[src/rtl/lc3b_types.sv]
// Shared LC-3b types for the MEM stage: word type, sequencer states, opcodes,
// and the mem-op decode used by the data-memory sequencer.
package lc3b_types;

    typedef logic [15:0] lc3b_word;
    typedef logic [3:0]  lc3b_opcode;

    typedef enum logic [2:0] {
        MS_IDLE,
        MS_RD1,
        MS_RD2,
        MS_WR,
        MS_DONE
    } mem_state_t;

    localparam lc3b_opcode OP_ADD  = 4'h1;
    localparam lc3b_opcode OP_LDB  = 4'h2;
    localparam lc3b_opcode OP_STB  = 4'h3;
    localparam lc3b_opcode OP_LDW  = 4'h6;
    localparam lc3b_opcode OP_STW  = 4'h7;
    localparam lc3b_opcode OP_LDI  = 4'hA;
    localparam lc3b_opcode OP_STI  = 4'hB;
    localparam lc3b_opcode OP_TRAP = 4'hF;

    function automatic logic is_mem_op(input logic valid, input lc3b_opcode op);
        logic hit;
        case (op)
            OP_LDB, OP_LDW, OP_LDI, OP_STB, OP_STW, OP_STI, OP_TRAP: hit = 1'b1;
            default:                                                 hit = 1'b0;
        endcase
        return valid & hit;
    endfunction

    function automatic lc3b_word word_align(input lc3b_word a);
        return {a[15:1], 1'b0};
    endfunction

endpackage

[src/rtl/mem_byte_lane.sv]
// Byte-lane steering for the MEM stage: load byte select with sign extension,
// and store byte replication with byte-enable generation.
module mem_byte_lane
    import lc3b_types::*;
(
    input  logic       ld_byte_i,
    input  logic       ld_lane_i,
    input  lc3b_word   rdata_i,
    output lc3b_word   ld_data_o,
    input  logic       st_byte_i,
    input  logic       st_lane_i,
    input  lc3b_word   sr_i,
    output lc3b_word   st_wdata_o,
    output logic [1:0] st_byte_en_o
);

    logic [7:0] ld_sel;

    always_comb begin
        ld_sel       = ld_lane_i ? rdata_i[15:8] : rdata_i[7:0];
        ld_data_o    = ld_byte_i ? {{8{ld_sel[7]}}, ld_sel} : rdata_i;
        st_wdata_o   = st_byte_i ? {sr_i[7:0], sr_i[7:0]} : sr_i;
        st_byte_en_o = st_byte_i ? (st_lane_i ? 2'b10 : 2'b01) : 2'b11;
    end

endmodule

[src/rtl/mem_access_ctrl.sv]
// MEM-stage data-memory sequencer: runs 1-2 dcache accesses per load/store/TRAP,
// stalling the pipeline until the final response, with a per-access watchdog.
module mem_access_ctrl
    import lc3b_types::*;
#(
    parameter int WAIT_LIMIT = 255
) (
    input  logic       clk,
    input  logic       reset_n,
    input  logic       exm_valid,
    input  lc3b_opcode exm_opcode,
    input  lc3b_word   exm_addr,
    input  lc3b_word   exm_sr_data,
    input  logic       dmem_resp,
    input  lc3b_word   dmem_rdata,
    output logic       dmem_read,
    output logic       dmem_write,
    output lc3b_word   dmem_addr,
    output lc3b_word   dmem_wdata,
    output logic [1:0] dmem_byte_en,
    output logic       mem_stall,
    output lc3b_word   mem_rdata,
    output logic       mem_timeout
);

    localparam int CW = (WAIT_LIMIT > 1) ? $clog2(WAIT_LIMIT) : 1;

    mem_state_t  state_q;
    lc3b_opcode  op_q;
    logic        lane_q;
    lc3b_word    sr_q;
    logic [CW-1:0] wait_cnt_q;
    logic        rd_q;
    logic        wr_q;
    lc3b_word    daddr_q;
    lc3b_word    wdata_q;
    logic [1:0]  be_q;
    lc3b_word    rdata_q;
    logic        timeout_q;

    logic        mem_op;
    logic        wd_expire;
    lc3b_word    lane_ld_data;
    lc3b_word    lane_st_wdata;
    logic [1:0]  lane_st_be;

    assign mem_op    = is_mem_op(exm_valid, exm_opcode);
    assign wd_expire = (WAIT_LIMIT != 0) && (wait_cnt_q == CW'(WAIT_LIMIT - 1));

    // Load steering uses the captured instruction; store steering uses live ex_mem
    // because write data is registered on the IDLE -> WR transition.
    mem_byte_lane u_lane (
        .ld_byte_i   (op_q == OP_LDB),
        .ld_lane_i   (lane_q),
        .rdata_i     (dmem_rdata),
        .ld_data_o   (lane_ld_data),
        .st_byte_i   (exm_opcode == OP_STB),
        .st_lane_i   (exm_addr[0]),
        .sr_i        (exm_sr_data),
        .st_wdata_o  (lane_st_wdata),
        .st_byte_en_o(lane_st_be)
    );

    always_ff @(posedge clk or negedge reset_n) begin
        if (!reset_n) begin
            state_q    <= MS_IDLE;
            op_q       <= '0;
            lane_q     <= 1'b0;
            sr_q       <= '0;
            wait_cnt_q <= '0;
            rd_q       <= 1'b0;
            wr_q       <= 1'b0;
            daddr_q    <= '0;
            wdata_q    <= '0;
            be_q       <= '0;
            rdata_q    <= '0;
            timeout_q  <= 1'b0;
        end else begin
            case (state_q)
                MS_IDLE: begin
                    if (mem_op) begin
                        op_q       <= exm_opcode;
                        lane_q     <= exm_addr[0];
                        sr_q       <= exm_sr_data;
                        wait_cnt_q <= '0;
                        if (exm_opcode == OP_STB || exm_opcode == OP_STW) begin
                            state_q <= MS_WR;
                            wr_q    <= 1'b1;
                            daddr_q <= (exm_opcode == OP_STB) ? exm_addr : word_align(exm_addr);
                            wdata_q <= lane_st_wdata;
                            be_q    <= lane_st_be;
                        end else begin
                            state_q <= MS_RD1;
                            rd_q    <= 1'b1;
                            daddr_q <= (exm_opcode == OP_LDB) ? exm_addr : word_align(exm_addr);
                            be_q    <= 2'b11;
                        end
                    end
                end
                MS_RD1: begin
                    if (dmem_resp) begin
                        wait_cnt_q <= '0;
                        case (op_q)
                            OP_LDI: begin
                                state_q <= MS_RD2;
                                daddr_q <= word_align(dmem_rdata);
                            end
                            OP_STI: begin
                                state_q <= MS_WR;
                                rd_q    <= 1'b0;
                                wr_q    <= 1'b1;
                                daddr_q <= word_align(dmem_rdata);
                                wdata_q <= sr_q;
                                be_q    <= 2'b11;
                            end
                            default: begin
                                state_q <= MS_DONE;
                                rd_q    <= 1'b0;
                                rdata_q <= lane_ld_data;
                            end
                        endcase
                    end else if (wd_expire) begin
                        state_q   <= MS_DONE;
                        rd_q      <= 1'b0;
                        timeout_q <= 1'b1;
                    end else begin
                        wait_cnt_q <= wait_cnt_q + 1'b1;
                    end
                end
                MS_RD2: begin
                    if (dmem_resp) begin
                        state_q <= MS_DONE;
                        rd_q    <= 1'b0;
                        rdata_q <= dmem_rdata;
                    end else if (wd_expire) begin
                        state_q   <= MS_DONE;
                        rd_q      <= 1'b0;
                        timeout_q <= 1'b1;
                    end else begin
                        wait_cnt_q <= wait_cnt_q + 1'b1;
                    end
                end
                MS_WR: begin
                    if (dmem_resp) begin
                        state_q <= MS_DONE;
                        wr_q    <= 1'b0;
                    end else if (wd_expire) begin
                        state_q   <= MS_DONE;
                        wr_q      <= 1'b0;
                        timeout_q <= 1'b1;
                    end else begin
                        wait_cnt_q <= wait_cnt_q + 1'b1;
                    end
                end
                MS_DONE: state_q <= MS_IDLE;
                default: state_q <= MS_IDLE;
            endcase
        end
    end

    // Stall is raised combinationally in IDLE so the mem op never slips past ex_mem.
    assign mem_stall = ((state_q == MS_IDLE) && mem_op) || (state_q == MS_RD1)
                     || (state_q == MS_RD2) || (state_q == MS_WR);

    assign dmem_read    = rd_q;
    assign dmem_write   = wr_q;
    assign dmem_addr    = daddr_q;
    assign dmem_wdata   = wdata_q;
    assign dmem_byte_en = be_q;
    assign mem_rdata    = rdata_q;
    assign mem_timeout  = timeout_q;

endmodule
[config.mk]
export PLATFORM = sky130hd
export DESIGN_NAME = mem_access_ctrl
export DESIGN_NICKNAME = d
export VERILOG_FILES = /design/src/rtl/lc3b_types.sv /design/src/rtl/mem_byte_lane.sv /design/src/rtl/mem_access_ctrl.sv
export SDC_FILE = /design/constraint.sdc
export NUM_CORES = 1
export LEC_CHECK = 0
export BUFFER_PORTS_ARGS = -buffer_cell sky130_fd_sc_hd__buf_2
export CAP_MARGIN = 20
export CORE_MARGIN = 1.5
export CORE_UTILIZATION = 50
export CTS_CLUSTER_DIAMETER = 30
export CTS_CLUSTER_SIZE = 14
export DETAILED_ROUTE_END_ITERATION = 8
export GPL_ROUTABILITY_DRIVEN = 0
export MAX_ROUTING_LAYER = met4
export PLACE_DENSITY = 0.77
export SYNTH_ARGS = -nofsm -noshare
export SYNTH_HDL_FRONTEND = slang
export SYNTH_SLANG_ARGS = --single-unit
[constraint.sdc]
create_clock -name clk -period 2 [get_ports clk]
set_input_delay 0.1 -clock clk [delete_from_list [all_inputs] [get_ports clk]]
set_output_delay 0.1 -clock clk [all_outputs]
set_load 0.01 [all_outputs]
==> flow_summary.ini <==
[synthesis]
yosys.area.top_type_share = 0.4956
synth_nets = 429
ys_seq_area_frac = 0.4956
synth.area.top_cells = dfrtp_1 50%, mux2_2 13%, mux2_4 5.2%, mux2i_1 4.4%, a21oi_1 2.4%
synth.most_common_cell = dfrtp_1
ys.flop_type = dfrtp_1
synth-xor-area-share = 0
syn_inst = 371
synth_area_leader_cell = dfrtp_1
ys_seq_elements = 85
synth_area_um2 = 4292
synth_edf_count = 0
synth_common_cells = 85 x dfrtp_1, 48 x mux2_2, 28 x nand2_1
ys_types = 55
synthMuxAreaShare = 0.2227
yosys.area_share.adder = 0.005831
synth_async_sr_flop_share = 1.000
synthSimpleGateAreaFrac = 0.1178
synth_top_family_by_area = multiplexers
synth_warnings = 0
syn_avg_cell_area_um2 = 11.57
synth_compound_area_frac = 0.1233

[route]
drcViolationCount = 0
vias = 3422
via_per_inst = 5.546
ant_nets = 0
drt_first_pass_iters = 4
wirelength_um = 10470
drt_iter0_markers = 240
post_drt_wl_per_cell_um = 16.97

[pwr]
switching_share = 0.3744
ir_drop_mv = 0.6814
clkPwrFrac = 0.158
p_seq_frac = 0.399
power.leakage_uw = 0.002568
p_per_area_nw_per_um2 = 1368
switchingPower_uw = 2768
share_comb_of_total_power = 0.443
internal-power_uw = 4625

[clocking]
cts_made_buffers = 9
clk_latency_ps = 370
cts_root_buffer = clkbuf_8
cts.clk_slew.worst_paths_ps = 90
cts.sinks = 85
cts_tree = built
clockBufferDepth = 2
cts_resized = 0
h-tree-depth = 3

[grt]
grt_first_pass_wirelength_um = 17010
grt_max_degree = 64
grt_pass1_vias = 3508
gr-usage-all-layers = 0.2524
grt_overflow_total = 0
antenna_found_initial = 0

[setup_path]
crit_slowest_cell = or4_1
cp_cell_sequence = or2_1 > or4_1 > buf_12 > mux2_4
path_max_fanout = 24
critPathKind = flop to flop
critPathRequiredTime_ps = 2250
slowest_delay_ps = 470
critPathArrivalTime_ps = 2100
end_kind = flop
crit_path_start_kind = flop

[timing]
slew_viol_final = 0
max-slew-margin-rel = 0.5354
clock_skew_ps = 13.67
post-route-min-period_ps = 1855
hold_violations = 0
worst_pin_slew_ps = 691.6
finalSetupViolCount = 0
fmax_ghz = 0.5391
grt_setup_unrepaired = yes
fin_crit_sh = 0.9275

[final_layout]
n_fill_cell = 651
seqCellArea_um2 = 2127
multi_input_area_um2 = 2016
post-route-util = 0.6545
n_antenna_cell = 0
syn_to_final_growth_pct = 25.95
nNetsFinal = 565
drive_gt1_frac = 0.4121
fin_cells = 617

[die]
rows = 33
fp.dieH_um = 95.65
ios = 110
initial_core_util = 0.5197
design.core.area_um2 = 8258
design.die.area_um2 = 9148
die_x_um = 95.65

[job]
drv_cap = 0

[place]
place_hpwl_um = 7438
dp_cells = 583
portBuffers = 109

[status]
status = complete, no violations

[min_path]
min_path_type = primary input to flop
-- layout by cell type (no fill, tap or decap), types with 14 or more instances in the layout --
cell type and n:
o21ai_0 15, buf_2 108, mux2_4 15, a21oi_1 21
nor2_1 14, dlygate4sd3_1 17, mux2_2 48, mux2i_1 19
dfrtp_1 85, inv_1 15, nand2_1 28
-- timing repair --
item	CTS	global route
setup endpoints to repair	7	3
buffers inserted	1	0
pin swaps	1	0
hold buffers	15	2
hold endpoints to repair	36	2
-- logic make-up after synthesis --
kind of cell	count (synthesis)
buffers and inverters	31
multiplexers	82
AND/OR/NAND/NOR	90
AO/OA/AOI/OAI	81
flip-flops	85
adder cells (fa/ha/maj)	2
-- area by class of cell --
cell class	count	share of cell area
repair buffers	141	0.1653
clock buffers	9	0.02292
multi-input cells	255	0.3729
flip-flops and latches	85	0.3935
inverters	15	0.01042
well taps	105	0.02431
clock inverters	7	0.01065
-- layer usage --
metal,global-route usage,vias to the layer above,wire (µm)
met1,0.3326,1654,4812
met5,-,-,0
li1,-,1624,-
met3,0.04147,16,557
met4,0.07475,0,159
met2,0.4008,128,4944
-- worst max-delay path: cells and delay by family (launching register included) --
kind | cells | cell delay [ps]
buffers and inverters | 1 | 200
DFF | 1 | 450
muxes | 1 | 310
and+or+nand+nor | 2 | 770
-- power groups by stage --
| stage | Clock, µW | Combinational [µW] | Sequential [µW] |
|---|---|---|---|
| CTS | 1180 | 3290 | 2940 |
| global route | 1260 | 3590 | 3030 |
| floorplan | 0 | 1880 | 3120 |
| global placement | 0 | 3170 | 2920 |
| finish | 1170 | 3270 | 2950 |
| detailed placement | 0 | 3250 | 2970 |
-- flip-flops by register name, indices dropped and copies added, names as in the netlist, 2 cells and up --
| signal | count |
|---|---|
| state_q | 3 |
| dmem_wdata | 16 |
| dmem_addr | 16 |
| op_q | 4 |
| sr_q | 16 |
| mem_rdata | 16 |
| wait_cnt_q | 8 |
| dmem_byte_en | 2 |
-- final timing paths --
| kind | from | endpoint | slack [ps] | cells past startpoint |
|---|---|---|---|---|
| setup / recovery | state_q[2]$_DFFE_PN0P_ | op_q[2]$_DFFE_PN0P_ | 140 | 4 |
| hold / removal | exm_sr_data[4] | sr_q[4]$_DFFE_PN0P_ | 20 | 2 |
| setup reg to reg | state_q[2]$_DFFE_PN0P_ | op_q[2]$_DFFE_PN0P_ | 140 | 4 |
| hold reg to reg | mem_timeout$_DFFE_PN0P_ | mem_timeout$_DFFE_PN0P_ | 460 | 1 |
| max in group asynchronous | reset_n | op_q[2]$_DFFE_PN0P_ | 1190 | 3 |
| min in group asynchronous | reset_n | dmem_wdata[6]$_DFFE_PN0P_ | 150 | 2 |
-- through the flow --
stage	total power, µW	setup WS, ps	hold slack (ps)	TNS, ps	cell area, µm²
after floorplan	5007	186.6	-195.6	0	4292
after global placement	6083	77.83	13.75	0	5046
after detailed placement	6222	-5.672	16.73	-12.42	5046
after CTS	7416	146.9	2.453	0	5385
after global routing	7884	-47.90	15.96	-71.11	5405
final	7393	144.9	17.04	0	5405
No activity file was read; power rests on OpenSTA's default activity.
